`config.mk`:
```
export PLATFORM = sky130hd
export DESIGN_NAME = cpu_mem_arbiter
export DESIGN_NICKNAME = d
export VERILOG_FILES = /design/src/rtl/cpu_mem_arbiter.sv
export SDC_FILE = /design/constraint.sdc
export NUM_CORES = 1
export LEC_CHECK = 0
export ABC_CLOCK_PERIOD_IN_PS = 1700
export BUFFER_PORTS_ARGS = -buffer_cell sky130_fd_sc_hd__buf_2
export CAP_MARGIN = 20
export CORE_MARGIN = 8
export CORE_UTILIZATION = 36
export CTS_BUF_LIST = sky130_fd_sc_hd__clkbuf_8
export DETAILED_ROUTE_END_ITERATION = 8
export PLACE_DENSITY = 0.84
export SETUP_SLACK_MARGIN = 0.1
export SYNTH_ARGS = -nofsm -noshare
export SYNTH_HDL_FRONTEND = slang
export SYNTH_SLANG_ARGS = --single-unit
```
`constraint.sdc`:
```
create_clock -name clk -period 1.7 [get_ports clk]
set_input_delay 0.085 -clock clk [delete_from_list [all_inputs] [get_ports clk]]
set_output_delay 0.085 -clock clk [all_outputs]
set_load 0.02 [all_outputs]
```
`src/rtl/cpu_mem_arbiter.sv`:
```
// Shares one synchronous single-port RAM between the 6502 core and a DMA/loader port.
// DMA wins each slot until its burst budget is spent; the CPU is stalled through RDY otherwise.
module cpu_mem_arbiter #(
    parameter int unsigned AW            = 16,
    parameter int unsigned DW            = 8,
    parameter int unsigned MAX_DMA_BURST = 4
) (
    input  logic          clk,
    input  logic          rst_n,
    input  logic [AW-1:0] cpu_ab,
    input  logic [DW-1:0] cpu_do,
    input  logic          cpu_we,
    output logic          cpu_rdy,
    output logic [DW-1:0] cpu_di,
    input  logic          ext_rdy,
    input  logic          dma_req,
    input  logic          dma_we,
    input  logic [AW-1:0] dma_addr,
    input  logic [DW-1:0] dma_wdata,
    output logic          dma_gnt,
    output logic          dma_rvalid,
    output logic [DW-1:0] dma_rdata,
    output logic          mem_en,
    output logic          mem_we,
    output logic [AW-1:0] mem_addr,
    output logic [DW-1:0] mem_wdata,
    input  logic [DW-1:0] mem_rdata
);

    localparam int unsigned CNT_W   = 8;
    localparam logic [CNT_W-1:0] CNT_MAX   = CNT_W'(MAX_DMA_BURST);
    localparam logic [CNT_W-1:0] CNT_SAT   = {CNT_W{1'b1}};

    typedef enum logic {S_CPU, S_DMA} state_e;
    typedef enum logic [1:0] {OWN_NONE, OWN_CPU_RD, OWN_DMA_RD, OWN_WR} owner_e;

    state_e            state_q, state_d;
    owner_e            owner_q, owner_d;
    logic [CNT_W-1:0]  burst_cnt_q, burst_cnt_d;
    logic [DW-1:0]     cpu_di_hold_q, cpu_di_hold_d;
    logic              dma_win;
    logic              cpu_go;

    // Slot decision; gated by rst_n so grants drop the instant reset asserts.
    always_comb begin
        dma_win = rst_n && dma_req && (burst_cnt_q < CNT_MAX);
        cpu_go  = rst_n && !dma_win && ext_rdy;
    end

    always_comb begin
        dma_gnt   = dma_win;
        cpu_rdy   = cpu_go;
        mem_en    = dma_win || cpu_go;
        mem_we    = dma_win ? dma_we    : (cpu_go && cpu_we);
        mem_addr  = dma_win ? dma_addr  : cpu_ab;
        mem_wdata = dma_win ? dma_wdata : cpu_do;
    end

    // Read return: CPU DI is held across stalls and intervening DMA reads.
    always_comb begin
        cpu_di        = (owner_q == OWN_CPU_RD) ? mem_rdata : cpu_di_hold_q;
        cpu_di_hold_d = (owner_q == OWN_CPU_RD) ? mem_rdata : cpu_di_hold_q;
        dma_rvalid    = (owner_q == OWN_DMA_RD);
        dma_rdata     = mem_rdata;
    end

    always_comb begin
        state_d     = state_q;
        burst_cnt_d = burst_cnt_q;
        owner_d     = OWN_NONE;
        if (dma_win) begin
            owner_d = dma_we ? OWN_WR : OWN_DMA_RD;
            state_d = S_DMA;
            if (state_q == S_CPU) begin
                burst_cnt_d = CNT_W'(1);
            end else if (burst_cnt_q != CNT_SAT) begin
                burst_cnt_d = burst_cnt_q + CNT_W'(1);
            end
        end else if (cpu_go) begin
            owner_d     = cpu_we ? OWN_WR : OWN_CPU_RD;
            state_d     = S_CPU;
            burst_cnt_d = '0;
        end else begin
            // Idle slot keeps the burst count so a stalled CPU still gets its turn.
            state_d = S_CPU;
        end
    end

    always_ff @(posedge clk or negedge rst_n) begin
        if (!rst_n) begin
            state_q       <= S_CPU;
            owner_q       <= OWN_NONE;
            burst_cnt_q   <= '0;
            cpu_di_hold_q <= '0;
        end else begin
            state_q       <= state_d;
            owner_q       <= owner_d;
            burst_cnt_q   <= burst_cnt_d;
            cpu_di_hold_q <= cpu_di_hold_d;
        end
    end

endmodule

```
-- After elaboration in Yosys (flattened, before gate mapping)
Index checks and enable logic that the tools add are counted.
- output and inout bits: 45
- register bits after elaboration: 19
- logic and storage cells: 32
- input port bits: 62
- magnitude comparators: 1
- reduce and logical (&&, ||, !) cells: 9
- mux-type cells: 13
- add/sub/neg operators: 1
- equal/unequal tests: 4
- operators by type and width (operator ; number):
    8-bit 2-to-1 mux ; 6
    16-bit 2-to-1 mux ; 1
    8-bit by 1-bit adder with 8-bit output, second input constant ; 1
    8-bit by 3-bit less-than comparator with 1-bit output, second input constant ; 1
    8-bit != test, second input constant ; 1
    2-bit 2-to-1 mux ; 3
    1-bit logical AND ; 5
    1-bit 2-to-1 mux ; 3
    3-bit by 2-bit != test with 1-bit output, second input constant ; 1
    2-bit by 1-bit == test with 1-bit output, second input constant ; 1
    2-bit == test, second input constant ; 1
    2-bit AND reduction ; 1
    2-bit nonzero test ; 1
    1-bit zero test ; 1
    1-bit logical OR ; 1

-- Depth between registers and ports, before layout
- word-level depth: 7
- gate-level depth with buffers: 4

-- Worst setup path after synthesis
OpenSTA, ideal clock, no wires.
- path type: flip-flop to output port
- start point: register burst_cnt_q[5]
- end point: output mem_we
- stages on the path, launching flop included: 5
- arrival time: 1.444 ns
- path slack: 0.171 ns
- required time: 1.615 ns
- path through: dfrtp_1 -> nor4_2 -> nand4_2 -> buf_6 -> mux2i_1
- word-level cells in the longest chain between the ends: 7
- RTL lines (item ; line ; RTL):
    start: declaration ; 39 ; logic [CNT_W-1:0] burst_cnt_q, burst_cnt_d;
    start signal: assignment ; 98 ; burst_cnt_q <= burst_cnt_d;
    8-bit by 3-bit less-than comparator with 1-bit output (*) ; 46 ; dma_win = rst_n && dma_req && (burst_cnt_q < CNT_MAX);
    1-bit logical AND (*) ; 46 ;
    1-bit zero test ; 47 ; cpu_go = rst_n && !dma_win && ext_rdy;
    1-bit logical AND (2 in series) ; 47 ;
    1-bit logical AND ; 54 ; mem_we = dma_win ? dma_we : (cpu_go && cpu_we);
    1-bit 2-to-1 mux (*) ; 54 ;
    end: declaration ; 24 ; output logic mem_we,
Mark *: on every way between the ends. The rest lies on a longest branch, timed or not.

-- Worst setup path after layout
- start point: register burst_cnt_q[5]
- end point: output mem_addr[5]
- word-level cells in the longest chain between the ends: 3
- RTL lines (item ; line ; RTL):
    8-bit by 3-bit less-than comparator with 1-bit output ; 46 ;
    1-bit logical AND ; 46 ;
    16-bit 2-to-1 mux ; 55 ; mem_addr = dma_win ? dma_addr : cpu_ab;
    end: declaration ; 25 ; output logic [AW-1:0] mem_addr,
Every way passes these cells.

==> impl_metrics.csv <==
group,metric,value,unit
critical_path,rrSetupSlack,220,ps
global_routing,grt_pass1_vias,1233,
synthesis,yosysUniqueCellTypes,18,
global_routing,grt.overflow.total,0,
critical_path,path_cells,"nor4_4 -> nand4_2 -> buf_6 -> clkbuf_16 -> mux2_4 -> buf_6",
synthesis,synth_top_family_by_area,"multiplexers",
min_path,hp-start,"dma_we",
clock_tree,numCtsBuffers,3,
placed_design,post_dp_cell_area,1740,um2
global_routing,grt.total_usage,14.6,%
timing,hold_slack,92.9,ps
critical_path,critPathBufInv,3,
drt,postRouteAntennaNets,0,
power_and_ir_drop,swShare,31.4,%
critical_path,r2r_cells,6,
final_layout,fin_util,64.1,%
synthesis,synth_area,1200,um2
clock_tree,cts_max_path_buffers,2,
timing,slew_headroom,45.6,%
power_and_ir_drop,powerDensity,684,nW/um2
clock_tree,clkLatencyLatePin,250,ps
run,cap_violations,0,
critical_path,worstReg2RegStart,"burst_cnt_q[5]",
drt,route.detailed.drc,0,
critical_path,cpMaxStageDelayCell,"dfrtp_1",
synthesis,synth_adder_area_share,1.04,%
clock_tree,tritoncts,"built",
die,core,3280,um2
critical_path,cp_max_fo,6,
drt,dr.pass1.iters,4,
status,outcome,"complete, but fails checks",
global_routing,grt_start_max_net_pins,20,
die,die_w,73.8,um
synthesis,ys_warn_count,0,
global_routing,antenna_found_initial,0,
timing,worst_clock_skew,2.07,ps
drt,vias,1085,
placed_design,post-place-cells,236,
power_and_ir_drop,peakVddDrop,0.427,mV
power_and_ir_drop,p_int,0.989,mW
power_and_ir_drop,total_power,1.44,mW
final_layout,fillers,262,
placed_design,place_ws,48.8,ps
timing,fin_crit_sh,111,%
min_path,hp-class,"in -> reg",
placed_design,port_buffers,106,
synthesis,synth_fp_nets,156,
synthesis,synth_xor_area_share,0,%
timing,finalCriticalPeriod,1890,ps
die,dieArea,5440,um2
critical_path,crit_type,"reg -> out",
synthesis,synthMuxAreaShare,39.9,%
power_and_ir_drop,p_comb_share,43.9,%
global_routing,grt_pass1_wl,6120,um
timing,hold_viol,0,
clock_tree,htreeDepth,1,
power_and_ir_drop,p_seq_share,36.0,%
final_layout,layout-drive-gt1-share,78.3,%
power_and_ir_drop,power.net_switching,0.452,mW
clock_tree,cts_root_buffer,"clkbuf_8",
synthesis,synth-edff-count,0,
critical_path,cp-end-kind,"output port",
synthesis,syn-instance-count,93,
synthesis,ys_ff_latch,19,
status,violations,"negative setup slack",
synthesis,avgSynthCellArea,12.9,um2
critical_path,cp.depth,6,
final_layout,antenna_cells,0,
drt,vias_per_cell,4.36,
critical_path,crit_path_frequent_cell,"buf_6",
power_and_ir_drop,leakagePower,1.19,nW
placed_design,gp_congestion,0.700,
critical_path,required,1620,ps
timing,rsz0062_at_grt,"yes",
critical_path,reg2reg_to,"owner_q[0]",
timing,setup_viol,28,
synthesis,yosys.area_share.simple,10.1,%
final_layout,final_area,2110,um2
final_layout,area_growth,75.1,%
die,num_rows,21,
critical_path,path_delay_family,"buffers and inverters",
synthesis,yosysSeqAreaShare,39.5,%
die,die_h,73.8,um
critical_path,crit_path_start_kind,"flip-flop",
synthesis,synth_compound_area_share,0.416,%
timing,tightest_slew,814,ps
clock_tree,cts.sinks,19,
drt,wl,4310,um
die,start_util,36.6,%
drt,drt_iter0_markers,19,
power_and_ir_drop,clock_power_share,20.1,%
synthesis,ys_async_sr_fraction,100,%
critical_path,worstPathArrival,1810,ps
critical_path,max_stage_delay,400,ps
final_layout,finalNonFillerCells,249,
timing,worst_slack,-194,ps
timing,finalSetupTns,-4450,ps
clock_tree,cts.clk_slew.worst_paths,60,ps
die,io_pins,107,
drt,wl_per_cell,17.3,um
critical_path,cp-endpoint,"mem_addr[5]",
synthesis,synth_flop_cell,"dfrtp_1",
timing,slew_violations,0,
timing,max_freq,528,MHz
critical_path,crit_start,"burst_cnt_q[5]",
final_layout,num-nets-final,267,
==> synthesized netlist by cell type (2+ instances only) <==
cell type	instances	share of area (%)
dfrtp_1	19	40
and2_1	5	2.6
mux2i_1	4	3.3
clkbuf_1	2	0.62
mux2_2	11	10
mux2_4	21	26
nor2b_1	3	1.6
nand2_1	8	2.5
buf_4	8	5.0
buf_6	3	2.8
inv_1	2	0.62
==> registers in the layout, indices dropped and copies added, names as in the netlist <==
| name | cells |
|---|---|
| cpu_di_hold_q | 8 |
| state_q | 1 |
| owner_q | 2 |
| burst_cnt_q | 8 |
==> placed cells by master, fill, tap and decap left out, drive strengths merged <==
master       count
and2             6
buf            117
clkbuf           4
dfrtp           19
dlygate4sd3      1
ha               1
inv              3
mux2            32
mux2i            4
nand2            8
nand3            1
nand4            1
nor2             1
nor2b            3
nor4             1
o21ai            1
==> worst min path at each step <==
stage	cells after the start	to	slack, ps
2_1_floorplan	0	burst_cnt_q[0]	-210
3_3_place_gp	2	burst_cnt_q[3]	90
3_5_place_dp	2	cpu_di_hold_q[6]	80
4_1_cts	2	cpu_di_hold_q[0]	90
5_1_grt	2	cpu_di_hold_q[5]	100
6_report	3	owner_q[0]	90
==> power groups by stage <==
stage / clock network (mW) / registers (mW) / logic (mW)
after floorplan: 0 / 0.523 / 0.334
after CTS: 0.299 / 0.520 / 0.614
final: 0.290 / 0.519 / 0.632
after detailed placement: 0 / 0.528 / 0.527
after global routing: 0.317 / 0.526 / 0.669
after global placement: 0 / 0.524 / 0.518
==> area by class of cell <==
class | count | area [um2] | share of cell area, %
inverters | 2 | 10.0 | 0.475
multi-input cells | 59 | 642 | 30.5
clock buffers | 3 | 41.3 | 1.96
flip-flops and latches | 19 | 475 | 22.6
repair buffers | 119 | 876 | 41.6
clock inverters | 1 | 3.75 | 0.178
well taps | 46 | 57.6 | 2.73
==> cell families (layout without fill, tap and decap cells) <==
| kind of cell | after synthesis | count (layout) |
|---|---|---|
| mux | 36 | 36 |
| simple gates | 21 | 21 |
| fa+ha+maj | 1 | 1 |
| flops | 19 | 19 |
| compound gates | 1 | 1 |
| buf+inv | 15 | 125 |
==> what timing repair did <==
item                                    4_1_cts  5_1_grt
buffers inserted                              5        2
gates cloned                                  1        1
pin swaps                                     2        2
hold endpoints to repair                     19        0
endpoints found under the setup margin       28       31
hold buffers                                  1        0
gates resized for setup                      55       12
==> worst register-to-register path: cells and delay by family, from the launching register on <==
family        cells  cell delay, ps
buf+inv           3             420
flops             1             400
mux               1             110
simple gates      2             410
==> per-layer routing <==
layer / part of all wire [%] / global-route usage [%] / vias up
li1: - / - / 528
met1: 34 / 13.9 / 514
met2: 59 / 30.0 / 39
met3: 5.2 / 2.05 / 4
met4: 1.2 / 5.32 / 0
met5: 0 / 0 / -
(Power assumes the default switching activity.)
